File: config.mk
export PLATFORM = sky130hd
export DESIGN_NAME = data_mem_access
export DESIGN_NICKNAME = d
export VERILOG_FILES = /design/src/rtl/data_mem_access.sv
export SDC_FILE = /design/constraint.sdc
export NUM_CORES = 1
export LEC_CHECK = 0
export ABC_AREA = 0
export CORE_ASPECT_RATIO = 2
export CORE_MARGIN = 3
export CORE_UTILIZATION = 43
export CTS_CLUSTER_SIZE = 20
export DETAILED_ROUTE_END_ITERATION = 8
export PLACE_DENSITY = 0.8
export SLEW_MARGIN = 40
export SYNTH_ARGS = -nofsm -noshare
export SYNTH_HDL_FRONTEND = slang
export SYNTH_SLANG_ARGS = --single-unit
File: constraint.sdc
create_clock -name CLK -period 4.4 [get_ports CLK]
set_input_delay 0.88 -clock CLK [delete_from_list [all_inputs] [get_ports CLK]]
set_output_delay 0.88 -clock CLK [all_outputs]
set_load 0.1 [all_outputs]
File: src/rtl/data_mem_access.sv
// data_mem_access: MEM-stage load/store responder for the RV32IM pipeline.
// Converts byte/half/word accesses into word-aligned memory requests with
// byte enables, runs the request/acknowledge handshake with data memory,
// stalls the pipeline through BUSYWAIT, and returns extended load data.
//
// Optional feature macro: LSU_MISALIGN_TRAP_EN
//   defined   - misaligned H/W accesses pulse MISALIGNED and are not issued
//   undefined - MISALIGNED tied 0; misaligned H/W forced to natural boundary
//
// Ports:
//   CLK, RESET        clock, asynchronous active-high reset
//   MEM_READ_EN/WRITE_EN, FUNC3, ADDRESS, WRITE_DATA  pipeline request
//   READ_DATA, BUSYWAIT, MISALIGNED                   pipeline response
//   DMEM_READ/WRITE, DMEM_ADDR, DMEM_BYTE_EN, DMEM_WDATA  memory request
//   DMEM_RDATA, DMEM_ACK                              memory response
module data_mem_access #(
    parameter int unsigned ADDR_W = 32
) (
    input  logic              CLK,
    input  logic              RESET,
    input  logic              MEM_READ_EN,
    input  logic              MEM_WRITE_EN,
    input  logic [2:0]        FUNC3,
    input  logic [ADDR_W-1:0] ADDRESS,
    input  logic [31:0]       WRITE_DATA,
    output logic [31:0]       READ_DATA,
    output logic              BUSYWAIT,
    output logic              MISALIGNED,
    output logic              DMEM_READ,
    output logic              DMEM_WRITE,
    output logic [ADDR_W-1:0] DMEM_ADDR,
    output logic [3:0]        DMEM_BYTE_EN,
    output logic [31:0]       DMEM_WDATA,
    input  logic [31:0]       DMEM_RDATA,
    input  logic              DMEM_ACK
);

    typedef enum logic [1:0] {IDLE, ACCESS, DONE} state_t;

    state_t            state_q, state_d;
    logic              rd_q, rd_d;
    logic              wr_q, wr_d;
    logic [ADDR_W-1:0] addr_q, addr_d;
    logic [3:0]        be_q, be_d;
    logic [31:0]       wdata_q, wdata_d;
    logic [2:0]        func3_q, func3_d;
    logic [1:0]        off_q, off_d;
    logic [31:0]       rdata_q, rdata_d;

    logic        req;
    logic        is_b, is_h, is_w;
    logic        access_ok;
    logic [1:0]  off_eff;
    logic [3:0]  be_new;
    logic [31:0] wdata_new;
    logic [31:0] lane;
    logic [31:0] load_ext;

    assign req  = MEM_READ_EN | MEM_WRITE_EN;
    assign is_b = (FUNC3 == 3'b000) || (FUNC3 == 3'b100);
    assign is_h = (FUNC3 == 3'b001) || (FUNC3 == 3'b101);
    assign is_w = !(is_b || is_h);  // unlisted codes behave as word

`ifdef LSU_MISALIGN_TRAP_EN
    logic mis;
    assign mis        = (is_h && ADDRESS[0]) || (is_w && (ADDRESS[1:0] != 2'b00));
    assign access_ok  = req && !mis;
    assign off_eff    = ADDRESS[1:0];
    assign MISALIGNED = !RESET && (state_q == IDLE) && req && mis;
`else
    assign access_ok  = req;
    // Misaligned halves/words snap down to their natural boundary.
    assign off_eff    = is_w ? 2'b00 : (is_h ? {ADDRESS[1], 1'b0} : ADDRESS[1:0]);
    assign MISALIGNED = 1'b0;
`endif

    always_comb begin
        be_new    = 4'b1111;
        wdata_new = WRITE_DATA;
        if (is_b) begin
            be_new    = 4'b0001 << off_eff;
            wdata_new = {4{WRITE_DATA[7:0]}};
        end else if (is_h) begin
            be_new    = 4'b0011 << off_eff;
            wdata_new = {2{WRITE_DATA[15:0]}};
        end
    end

    // Selected lane moved down to bit 0 before extension.
    assign lane = DMEM_RDATA >> {off_q, 3'b000};

    always_comb begin
        case (func3_q)
            3'b000:  load_ext = {{24{lane[7]}}, lane[7:0]};
            3'b100:  load_ext = {24'h0, lane[7:0]};
            3'b001:  load_ext = {{16{lane[15]}}, lane[15:0]};
            3'b101:  load_ext = {16'h0, lane[15:0]};
            default: load_ext = lane;
        endcase
    end

    always_comb begin
        state_d = state_q;
        rd_d    = rd_q;
        wr_d    = wr_q;
        addr_d  = addr_q;
        be_d    = be_q;
        wdata_d = wdata_q;
        func3_d = func3_q;
        off_d   = off_q;
        rdata_d = rdata_q;
        case (state_q)
            IDLE: begin
                if (access_ok) begin
                    state_d = ACCESS;
                    // A simultaneous read and write is a store.
                    rd_d    = MEM_READ_EN && !MEM_WRITE_EN;
                    wr_d    = MEM_WRITE_EN;
                    addr_d  = {ADDRESS[ADDR_W-1:2], 2'b00};
                    be_d    = be_new;
                    wdata_d = wdata_new;
                    func3_d = FUNC3;
                    off_d   = off_eff;
                end
            end
            ACCESS: begin
                if (DMEM_ACK) begin
                    state_d = DONE;
                    rd_d    = 1'b0;
                    wr_d    = 1'b0;
                    if (rd_q) begin
                        rdata_d = load_ext;
                    end
                end
            end
            DONE:    state_d = IDLE;
            default: state_d = IDLE;
        endcase
    end

    always_ff @(posedge CLK or posedge RESET) begin
        if (RESET) begin
            state_q <= IDLE;
            rd_q    <= 1'b0;
            wr_q    <= 1'b0;
            addr_q  <= '0;
            be_q    <= '0;
            wdata_q <= '0;
            func3_q <= '0;
            off_q   <= '0;
            rdata_q <= '0;
        end else begin
            state_q <= state_d;
            rd_q    <= rd_d;
            wr_q    <= wr_d;
            addr_q  <= addr_d;
            be_q    <= be_d;
            wdata_q <= wdata_d;
            func3_q <= func3_d;
            off_q   <= off_d;
            rdata_q <= rdata_d;
        end
    end

    // Stall is gated by RESET so it drops without waiting for a clock edge.
    assign BUSYWAIT     = !RESET && (((state_q == IDLE) && access_ok) || (state_q == ACCESS));
    assign READ_DATA    = rdata_q;
    assign DMEM_READ    = rd_q;
    assign DMEM_WRITE   = wr_q;
    assign DMEM_ADDR    = addr_q;
    assign DMEM_BYTE_EN = be_q;
    assign DMEM_WDATA   = wdata_q;

endmodule

### Yosys cells after proc, flatten, opt, wreduce, memory -nomap -nowiden

Index checks and enable logic that the tools add are counted.

| operators by class | value |
|---|---|
| equality and inequality tests | 9 |
| shift operators | 3 |
| multiplexer cells | 15 |
| bitwise logic cells | 1 |
| reductions and logical operators | 17 |

Operators by type and width:

| kind | count |
|---|---|
| $pmux W32 S4 | 1 |
| $mux W32 | 2 |
| $shr A32 B5 Y32 | 1 |
| $eq A3 B3 Y1 const B | 4 |
| $mux W4 | 2 |
| $eq A3 B1 Y1 const B | 2 |
| $logic_not A3 Y1 | 2 |
| $mux W2 | 3 |
| $reduce_and A3 Y1 | 2 |
| $logic_or A1 B1 Y1 | 4 |
| $mux W1 | 4 |
| $ne A2 B2 Y1 const B | 2 |
| $pmux W1 S2 | 2 |
| $pmux W2 S2 | 1 |
| $reduce_and A2 Y1 | 2 |
| $shl A1 B2 Y4 const A | 1 |
| $shl A2 B2 Y4 const A | 1 |
| $logic_and A1 B1 Y1 | 3 |
| $eq A2 B1 Y1 const B | 1 |
| $logic_not A1 Y1 | 2 |
| $logic_not A2 Y1 | 1 |
| $reduce_bool A2 Y1 | 1 |
| $or A1 B1 Y1 | 1 |

| word-level totals | value |
|---|---|
| register bits | 107 |

### Longest topological paths before layout

Gate-level depths: netlist of the first run.

| depth | value |
|---|---|
| depth in word-level cells | 7 |
| mapped depth | 9 |
| depth with buffers taken out | 8 |

### Worst setup path after synthesis of the first run

No wires, ideal clock.

| path | value |
|---|---|
| path kind | input -> output |
| from | input MEM_READ_EN |
| to | output BUSYWAIT |
| data arrival time | 2830 ps |
| required time | 3520 ps |
| setup slack | 690 ps |
| stages | 4 |
| buffers on the path | 2 |
| cells stage by stage | o21ai_1 -> buf_2 -> buf_2 -> a21oi_1 |

| between the ends | value |
|---|---|
| word-level cells in the longest chain between the ends | 4 |

Ends and longest elaborated chain:

| element | line | RTL |
|---|---|---|
| start: declaration | 21 | `input logic MEM_READ_EN,` |
| $or A1 B1 Y1 | 59 | `assign req = MEM_READ_EN \| MEM_WRITE_EN;` |
| $logic_and A1 B1 Y1 | 166 | `assign BUSYWAIT = !RESET && (((state_q == IDLE) && access_ok) \|\| (state_q == ACCESS));` |
| $logic_or A1 B1 Y1 | 166 |  |
| $logic_and A1 B1 Y1 | 166 |  |
| end: declaration | 27 | `output logic BUSYWAIT,` |

Every way passes these cells.

### Worst setup path in the final report of the first run

Same ends and word-level chain as after synthesis.

==> results by group, run 1 <==
Logic synthesis
  – Adder-Cell Fraction of Synth Area: 0.00982
  – Synthesized flop and latch total: 107
  – Syn avg cell area: 9.12 µm²
  – Largest family of logic cells by synthesized area: simple AND/OR/NAND/NOR gates
  – Sequential share of the synthesized area: 0.525
  – Post-Syn Area: a little over 5000 µm²
  – Mux share of post-synthesis cell area: 0.0992
  – Syn Inst Count: 559
  – Post-synthesis simple-gate area fraction: 0.227
  – Post-synthesis xor/xnor area fraction: 0
  – Synth warnings: 0
  – Distinct cells, synth: 38
  – Synth Area in Compound Gates: 0.0918

Placed design
  – RePlAce Congestion: 0.874
  – Port bufs: 204
  – DPL Wire Length: about 11,000 µm

Floorplan
  – Die Span Y: roughly 160 µm
  – IO Pins: around 210
  – FP Rows: 55
  – Die area: 13,300 µm²
  – CORE AREA: 11,400 µm²
  – Initial Util: 0.446
  – Chip width: 83.0 µm

Drt
  – Post-route ant nets: 0
  – DR vias: 4,536
  – Top sig layer: met4
  – Met1 Wirelength: 5310 µm
  – Final wirelength: 14,800 µm
  – DRC: 0
  – DR vias/cell: 5.10
  – Met2 wire length: approximately 7900 µm
  – Met3 wire len: 860 µm
  – Pre-Repair DR Iteration Count: 5
  – DR iter-0 viols: 202
  – Routed len/inst: 16.7 µm

Global routing
  – Number of global-route vias before repair: 4,619
  – GR Overflow Total: 0
  – Pin count of the biggest net entering global routing: 108
  – Antenna violations before repair: 0
  – First-pass GRT wire length: 23,700 µm
  – Total track usage: 0.224

Layout
  – Commonest cells after routing, fill and taps aside: nand2_1, dfrtp_1, clkdlybuf4s50_1
  – Filler instances: 1,031
  – ANT cells: 0
  – Multi-input gate area: ~2200 µm²
  – Final net count: 852
  – Layout cells sized above 1: 0.203
  – Layout area overhead: 38.1%
  – Commonest non-fill, non-tap cell in the layout: nand2_1
  – Register area: 2680 µm²

Setup path
  – Nature of the critical path endpoint: output port
  – Nature of the critical path startpoint: input port
  – Critical path buffers and inverters: 2
  – CP required: roughly 3500 ps
  – CP max stage delay: 580 ps
  – Slowest-stage cell, CP: clkdlybuf4s50_1
  – Largest delay share family, worst path: buffers and inverters
  – Levels on crit path: 4
  – Crit path kind: input port to output port
  – Internal reg-to-reg setup slack: 2130 ps
  – Worst-path fanout max: 4
  – Reg2reg path depth: 5
  – WP data arrival: 2010 ps
  – Crit path cell chain: clkdlybuf4s50_1 -> o21ai_4 -> a21oi_1 -> buf_4

Status
  – Status: completed

Clocking
  – Clk root buf: clkbuf_16
  – Post-CTS sizing: 0
  – # H-tree levels: 3
  – Total clock sinks: 107
  – Clk_lat worst skew: 340 ps
  – Total CTS buffers: 9
  – Post CTS Setup Buffer Count: 0
  – Worst-path clk slew: 60 ps
  – Post-CTS Hold Buffers: 0
  – Longest Clk Path Bufs: 2
  – CTS tree: built

STA
  – Final Hold Viols: 0
  – Final hold slack: 472 ps
  – Setup TNS: 0 ps
  – Slew @ Worst Pin: 664 ps
  – Final setup violation count: 0
  – RSZ-0062 raised after global routing: no
  – Min Tclk post-route: 2890 ps
  – Crit share post-route: 0.656
  – Final Max Tran Viols: 0
  – Fmax: around 0.35 GHz
  – Clk_skew: 7.97 ps
  – Slew HR: 0.557

Hold path
  – Worst hold stages: 2
  – Worst hold path class: register to register

Flow run
  – MaxCap Viol Count: 0
[flip-flops by register name, summed over array words and instances, names as in the netlist, 2 cells and up]
name and flops:
DMEM_WDATA 32, READ_DATA 32, DMEM_ADDR 30, DMEM_BYTE_EN 4, func3_q 3, off_q 2, state_q 2
[final timing paths]
check,startpoint,end
setup / recovery,MEM_READ_EN,BUSYWAIT
hold / removal,DMEM_ADDR[20],DMEM_ADDR[20]
setup reg to reg,off_q[0],READ_DATA[29]
hold reg to reg,DMEM_ADDR[20],DMEM_ADDR[20]
max in group asynchronous,RESET,READ_DATA[11]
min in group asynchronous,RESET,DMEM_ADDR[8]
[metal layers]
| layer | global-route usage | vias to the layer above |
|---|---|---|
| li1 | - | 2200 |
| met3 | 0.0496 | 42 |
| met2 | 0.397 | 187 |
| met1 | 0.239 | 2107 |
| met5 | 0 | - |
| met4 | 0.133 | 0 |
[kinds of logic (layout without fill, tap and decap cells)]
family	Yosys count	in the layout
other	1	3
multiplexers	49	49
flip-flops	107	107
buffers and inverters	48	235
adder cells (fa/ha/maj)	4	4
AND/OR/NAND/NOR	267	267
AO/OA/AOI/OAI	83	83
[synthesized netlist by cell type]
cell type / instances / share of area
nand2_1: 177 / 0.13
dfrtp_1: 107 / 0.53
mux2i_1: 40 / 0.079
o21ai_0: 39 / 0.038
nor2_1: 38 / 0.028
a21oi_1: 27 / 0.027
nand3_1: 22 / 0.022
buf_2: 17 / 0.017
clkbuf_1: 13 / 0.0096
nand3_2: 10 / 0.020
inv_1: 8 / 0.0059
mux2_2: 8 / 0.018
and2_1: 7 / 0.0086
o21ai_1: 7 / 0.0069
buf_4: 4 / 0.0059
ha_1: 4 / 0.0098
nor2b_1: 4 / 0.0049
buf_1: 3 / 0.0022
nand2b_1: 3 / 0.0037
a2111oi_0: 2 / 0.0034
or2_2: 2 / 0.0025
a2bb2oi_1: 1 / 0.0017
buf_6: 1 / 0.0022
buf_8: 1 / 0.0029
clkbuf_2: 1 / 0.00098
conb_1: 1 / 0.00074
mux2_4: 1 / 0.0029
nor2_2: 1 / 0.0012
nor2b_2: 1 / 0.0017
nor3_4: 1 / 0.0032
o2111ai_4: 1 / 0.0052
o21a_1: 1 / 0.0015
o22a_1: 1 / 0.0017
o22ai_1: 1 / 0.0012
o2bb2ai_1: 1 / 0.0017
o31a_2: 1 / 0.0020
o32ai_1: 1 / 0.0017
or3_1: 1 / 0.0012
[per-stage QoR]
stage	area (µm²)	util	std cells	worst slack [ps]
finish	7040	0.616	890	1510
global route	7040	0.616	890	1410
CTS	7030	0.616	890	1520
detailed placement	6700	0.587	875	1200
global placement	7200	0.630	875	1350
floorplan	5100	-	561	690
[cell type report]
class                      instances  area share
clock buffer                      10      0.0325
sequential                       107       0.381
multi-input combinational        406       0.313
timing repair buffer             212       0.230
clock inverter                     5      0.0146
inverter                           8     0.00462
tap                              142      0.0252
[worst register-to-register path, stage by stage (launching register included)]
cell and delay, ps:
dfrtp_1 690, buf_4 370, nor2b_2 140, o2bb2ai_1 210
o2111ai_4 560, nand3_1 150
Power of run 1 is not shown: default switching activity piles up to over one toggle a cycle in this logic, so the estimate is an artifact.
==> run 2: changes to the inputs <==
--- a/config.mk
+++ b/config.mk
@@ -8,10 +8,10 @@
 export ABC_AREA = 0
 export CORE_ASPECT_RATIO = 2
 export CORE_MARGIN = 3
-export CORE_UTILIZATION = 43
+export CORE_UTILIZATION = 39
 export CTS_CLUSTER_SIZE = 20
 export DETAILED_ROUTE_END_ITERATION = 8
-export PLACE_DENSITY = 0.8
+export PLACE_DENSITY = 0.77
 export SLEW_MARGIN = 40
 export SYNTH_ARGS = -nofsm -noshare
 export SYNTH_HDL_FRONTEND = slang
==> constraint.sdc (replaced) <==
create_clock -name CLK -period 2.5 [get_ports CLK]
set_input_delay 0.5 -clock CLK [delete_from_list [all_inputs] [get_ports CLK]]
set_output_delay 0.5 -clock CLK [all_outputs]
set_load 0.1 [all_outputs]
==> run 2 against run 1 <==
Die area rose by 9.7%. Critical path type unchanged. Critical endpoint unchanged. First-iteration DRC count fell by 7.9%. Via count up 0.77%. Sequential share of layout area decreased by 1.6 points. Cell count rose by 2.0%. Clock skew is 1.4 ps higher. Core utilization fell by 3.7 points. Hold slack better by 8.0 ps.
==> results by group, run 2 (synthesized netlist as in run 1, its figures left out) <==
Global routing
  – First-pass GRT wire length: 24,700 µm (+4.3%)
  – Pin count of the biggest net entering global routing: 73 (-32%)
  – Antenna violations before repair: 0 (unchanged)
  – Total track usage: 0.218 (-0.00550)
  – Number of global-route vias before repair: 4,810 (+4.1%)
  – GR Overflow Total: 0 (unchanged)

Layout
  – Layout area overhead: 44.2%
  – ANT cells: 0 (unchanged)
  – Commonest non-fill, non-tap cell in the layout: nand2_1
  – Final net count: 861 (+1.1%)
  – Layout cells sized above 1: 0.215 (+0.0118)
  – Commonest cells after routing, fill and taps aside: nand2_1, buf_4, dfrtp_1

STA
  – RSZ-0062 raised after global routing: no
  – Min Tclk post-route: 2100 ps
  – Crit share post-route: 0.841
  – Setup ws final: 397 ps (-1120 ps)
  – Clk_skew: 9.41 ps (+1.44 ps)
  – Setup TNS: 0 ps (unchanged)
  – Slew @ Worst Pin: 654 ps (-10.2 ps)
  – Fmax: 0.476 GHz
  – Final Max Tran Viols: 0 (unchanged)
  – Final Hold Viols: 0 (unchanged)
  – Slew HR: 0.564 (+0.00679)
  – Final hold slack: 480 ps (+8.00 ps)
  – Final setup violation count: 0 (unchanged)

Placed design
  – RePlAce Congestion: 0.912 (+4.4%)
  – Pre-CTS setup slack: 245 ps (-956 ps)
  – DPL Wire Length: 12,500 µm (+8.6%)
  – Port bufs: 204 (unchanged)

Setup path
  – Nature of the critical path startpoint: input port
  – Crit path cell chain: clkdlybuf4s50_1 -> o21ai_4 -> a21oi_2 -> buf_12
  – Nature of the critical path endpoint: output port
  – Worst-path fanout max: 5 (+1)
  – CP max stage delay: 580 ps (about the same)
  – Crit path kind: input port to output port
  – Slowest-stage cell, CP: clkdlybuf4s50_1
  – Critical path buffers and inverters: 2 (unchanged)
  – Largest delay share family, worst path: buffers and inverters
  – CP required: 2000 ps (-1520 ps)
  – WP data arrival: 1600 ps (-410 ps)

Clocking
  – Total clock sinks: 107 (unchanged)
  – Longest Clk Path Bufs: 2 (unchanged)
  – Post-CTS Hold Buffers: 0 (unchanged)
  – Clk_lat worst skew: 340 ps (about the same)
  – Post CTS Setup Buffer Count: 0 (unchanged)
  – Total CTS buffers: 9 (unchanged)
  – Clk root buf: clkbuf_16
  – CTS tree: built
  – Post-CTS sizing: 0 (unchanged)
  – # H-tree levels: 3 (unchanged)
  – Worst-path clk slew: 80 ps (+20 ps)

Hold path
  – Worst hold path class: register to register

Status
  – Status: completed

Floorplan
  – Die area: 14,600 µm² (+9.7%)
  – Initial Util: 0.401 (-0.0448)
  – Chip width: 86.8 µm (+4.6%)
  – IO Pins: 208 (unchanged)
  – FP Rows: 58 (+5.5%)
  – CORE AREA: 12,700 µm² (+11%)
  – Die Span Y: 168 µm (+4.8%)

Flow run
  – MaxCap Viol Count: 0 (unchanged)

Drt
  – DR iter-0 viols: 186 (-7.9%)
  – DRC: 0 (unchanged)
  – Routed len/inst: 17.5 µm (+4.9%)
  – Post-route ant nets: 0 (unchanged)
  – DR vias/cell: 5.03 (-1.2%)
  – Final wirelength: 15,900 µm (+7.1%)
  – Pre-Repair DR Iteration Count: 4 (-1)
  – DR vias: 4,571 (+0.77%)
-- run 2: cell types whose count changed in the layout (fill, tap and decap cells not counted), moves of 2 or more --
cell / previous run / this run
buf_2: 100 / 0
buf_4: 7 / 114
clkinvlp_4: 1 / 3
bufinv_16: 3 / 0
buf_12: 1 / 4
inv_6: 0 / 3
-- run 2: worst min-delay path, cell delays in order (launching register included) --
cell and delay, ps:
dfrtp_1 350, nand2_1 50, nand2_1 50
-- run 2: layer usage --
metal / vias up / track usage / wire, µm / part of all wire
li1: 2210 / - / - / -
met3: 30 / 0.0458 / 1060 / 0.067
met1: 2152 / 0.228 / 5460 / 0.34
met5: - / 0 / 0 / 0
met4: 0 / 0.111 / 733 / 0.046
met2: 179 / 0.397 / 8620 / 0.54
-- run 2: final timing paths --
kind | startpoint | endpoint | slack, ps | cells past startpoint
worst min register to register | DMEM_BYTE_EN[1] | DMEM_BYTE_EN[1] | 480 | 2
min in group asynchronous | RESET | DMEM_WRITE | 720 | 3
worst max register to register | off_q[1] | READ_DATA[26] | 650 | 4
worst max-delay path | MEM_READ_EN | BUSYWAIT | 400 | 4
worst min-delay path | DMEM_BYTE_EN[1] | DMEM_BYTE_EN[1] | 480 | 2
max in group asynchronous | RESET | DMEM_WDATA[21] | 1410 | 3
-- run 2: final cells by class --
cell class / count / area [µm²]
clock buffers: 9 / 225
clock inverters: 7 / 51.3
fillers: 1129 / 5350
inverters: 8 / 33.8
multi-input cells: 406 / 2200
flip-flops and latches: 107 / 2680
well taps: 150 / 188
repair buffers: 221 / 1970
-- run 2: per-stage QoR --
stage	utilization	instance area [µm²]	instances
detailed placement	0.557	7070	892
floorplan	-	5110	561
global route	0.579	7350	908
CTS	0.579	7350	908
global placement	0.557	7070	892
finish	0.579	7350	908
Power of run 2 is left out for the same reason.
==> run 3: changes to the inputs <==
--- a/config.mk
+++ b/config.mk
@@ -8,10 +8,10 @@
 export ABC_AREA = 0
 export CORE_ASPECT_RATIO = 2
 export CORE_MARGIN = 3
-export CORE_UTILIZATION = 39
+export CORE_UTILIZATION = 43
 export CTS_CLUSTER_SIZE = 20
 export DETAILED_ROUTE_END_ITERATION = 8
-export PLACE_DENSITY = 0.77
+export PLACE_DENSITY = 0.8
 export SLEW_MARGIN = 40
 export SYNTH_ARGS = -nofsm -noshare
 export SYNTH_HDL_FRONTEND = slang
==> constraint.sdc (replaced) <==
create_clock -name CLK -period 2.1 [get_ports CLK]
set_input_delay 0.42 -clock CLK [delete_from_list [all_inputs] [get_ports CLK]]
set_output_delay 0.42 -clock CLK [all_outputs]
set_load 0.1 [all_outputs]
==> run 3 against run 2 <==
Die area decreased by 8.8%. Hold slack got worse by 3.3 ps. Clock skew decreased by 1.9 ps. Critical path depth unchanged. Clock-buffer cell count increased by 2. Global-route usage increased by 1.9 points. Worst setup slack got worse by 240 ps. Cell count decreased by 0.77%. Design area increased by 1.1%. Via count increased by 1.5%. Flip-flop and latch count unchanged. Largest cell class unchanged. Highest routed layer unchanged.
==> results by group, run 3 (synthesized netlist as in run 1, its figures left out) <==
STA
  – RSZ-0062 raised after global routing: no
  – Fmax: 0.516 GHz
  – Setup ws final: 162 ps (-236 ps)
  – Min Tclk post-route: 1940 ps
  – Final Max Tran Viols: 0 (unchanged)
  – Slew @ Worst Pin: 652 ps (-2.09 ps)
  – Final setup violation count: 0 (unchanged)
  – Slew HR: 0.565 (about the same)
  – Crit share post-route: 0.923
  – Clk_skew: 7.47 ps (-1.94 ps)
  – Final Hold Viols: 0 (unchanged)
  – Setup TNS: 0 ps (unchanged)

Floorplan
  – Die area: 13,300 µm² (-8.8%)
  – FP Rows: 55 (-5.2%)
  – IO Pins: 208 (unchanged)
  – Chip width: 83.0 µm (-4.4%)
  – Die Span Y: 160 µm (-4.6%)
  – Initial Util: 0.446 (+0.0448)
  – CORE AREA: 11,400 µm² (-10%)

Clocking
  – Post CTS Setup Buffer Count: 0 (unchanged)
  – Longest Clk Path Bufs: 2 (unchanged)
  – Post-CTS Hold Buffers: 0 (unchanged)
  – # H-tree levels: 3 (unchanged)
  – Post-CTS sizing: 0 (unchanged)
  – Clk_lat worst skew: 340 ps (about the same)
  – Clk root buf: clkbuf_16
  – Total CTS buffers: 9 (unchanged)
  – Total clock sinks: 107 (unchanged)
  – Worst-path clk slew: 60 ps (-20 ps)
  – CTS tree: built

Drt
  – Final wirelength: 15,700 µm (-1.1%)
  – DRC: 0 (unchanged)
  – DR vias: 4,639 (+1.5%)
  – Post-route ant nets: 0 (unchanged)
  – Routed len/inst: 17.4 µm (-0.34%)
  – Pre-Repair DR Iteration Count: 4 (unchanged)
  – DR iter-0 viols: 206 (+11%)
  – DR vias/cell: 5.15 (+2.3%)

Layout
  – Layout area overhead: 45.7%
  – Layout cells sized above 1: 0.215 (-0.000283)
  – Commonest non-fill, non-tap cell in the layout: nand2_1
  – Final net count: 863 (+0.23%)
  – ANT cells: 0 (unchanged)
  – Commonest cells after routing, fill and taps aside: nand2_1, buf_4, dfrtp_1

Global routing
  – Pin count of the biggest net entering global routing: 53 (-27%)
  – Total track usage: 0.238 (+0.0194)
  – First-pass GRT wire length: 25,300 µm (+2.4%)
  – Antenna violations before repair: 0 (unchanged)
  – GR Overflow Total: 0 (unchanged)
  – Number of global-route vias before repair: 4,852 (+0.87%)

Setup path
  – WP data arrival: 1520 ps (-80 ps)
  – Nature of the critical path startpoint: input port
  – CP required: 1680 ps (-320 ps)
  – Crit path kind: input port to output port
  – Worst-path fanout max: 4 (-1)
  – Nature of the critical path endpoint: output port

Hold path
  – Worst hold path class: register to register

Placed design
  – Port bufs: 204 (unchanged)
  – Pre-CTS setup slack: -13.3 ps (-258 ps)
  – DPL Wire Length: 12,500 µm (+0.39%)
  – RePlAce Congestion: 0.907 (-0.50%)

Status
  – Status: completed

Flow run
  – MaxCap Viol Count: 0 (unchanged)
run 3: through the flow:
| stage | instances | hold WS, ps | cell area [µm²] | utilization |
|---|---|---|---|---|
| floorplan | 561 | 470 | 5120 | - |
| global placement | 886 | 460 | 7130 | 0.624 |
| detailed placement | 886 | 464 | 7130 | 0.624 |
| CTS | 901 | 481 | 7430 | 0.650 |
| global route | 901 | 498 | 7430 | 0.650 |
| finish | 901 | 477 | 7430 | 0.650 |
run 3: path summary, 6_finish.rpt:
| path | from | end | slack, ps | depth (start not counted) |
|---|---|---|---|---|
| min in group asynchronous | RESET | DMEM_WRITE | 550 | 2 |
| worst max-delay path | MEM_READ_EN | BUSYWAIT | 160 | 4 |
| worst min register to register | DMEM_WDATA[20] | DMEM_WDATA[20] | 480 | 2 |
| max in group asynchronous | RESET | DMEM_WDATA[18] | 1070 | 3 |
| worst max register to register | off_q[1] | READ_DATA[30] | 270 | 4 |
| worst min-delay path | DMEM_WDATA[20] | DMEM_WDATA[20] | 480 | 2 |
run 3: layout make-up:
cell class / instances / area, µm²
Fill cell: 985 / 4000
Inverter: 8 / 33.8
Tap cell: 142 / 178
Clock buffer: 11 / 243
Sequential cell: 107 / 2680
Clock inverter: 4 / 51.3
Timing Repair Buffer: 223 / 2030
Multi-Input combinational cell: 406 / 2210
run 3: worst max-delay path: stages:
cell and delay (ps):
clkdlybuf4s50_1 590, o21ai_4 130, a21oi_4 180, buf_12 190
run 3: layer usage:
layer	global-route usage	share of wire
met1	0.247	0.35
met2	0.435	0.54
met3	0.0465	0.060
met4	0.139	0.058
met5	0	0
Power of run 3 is left out for the same reason.
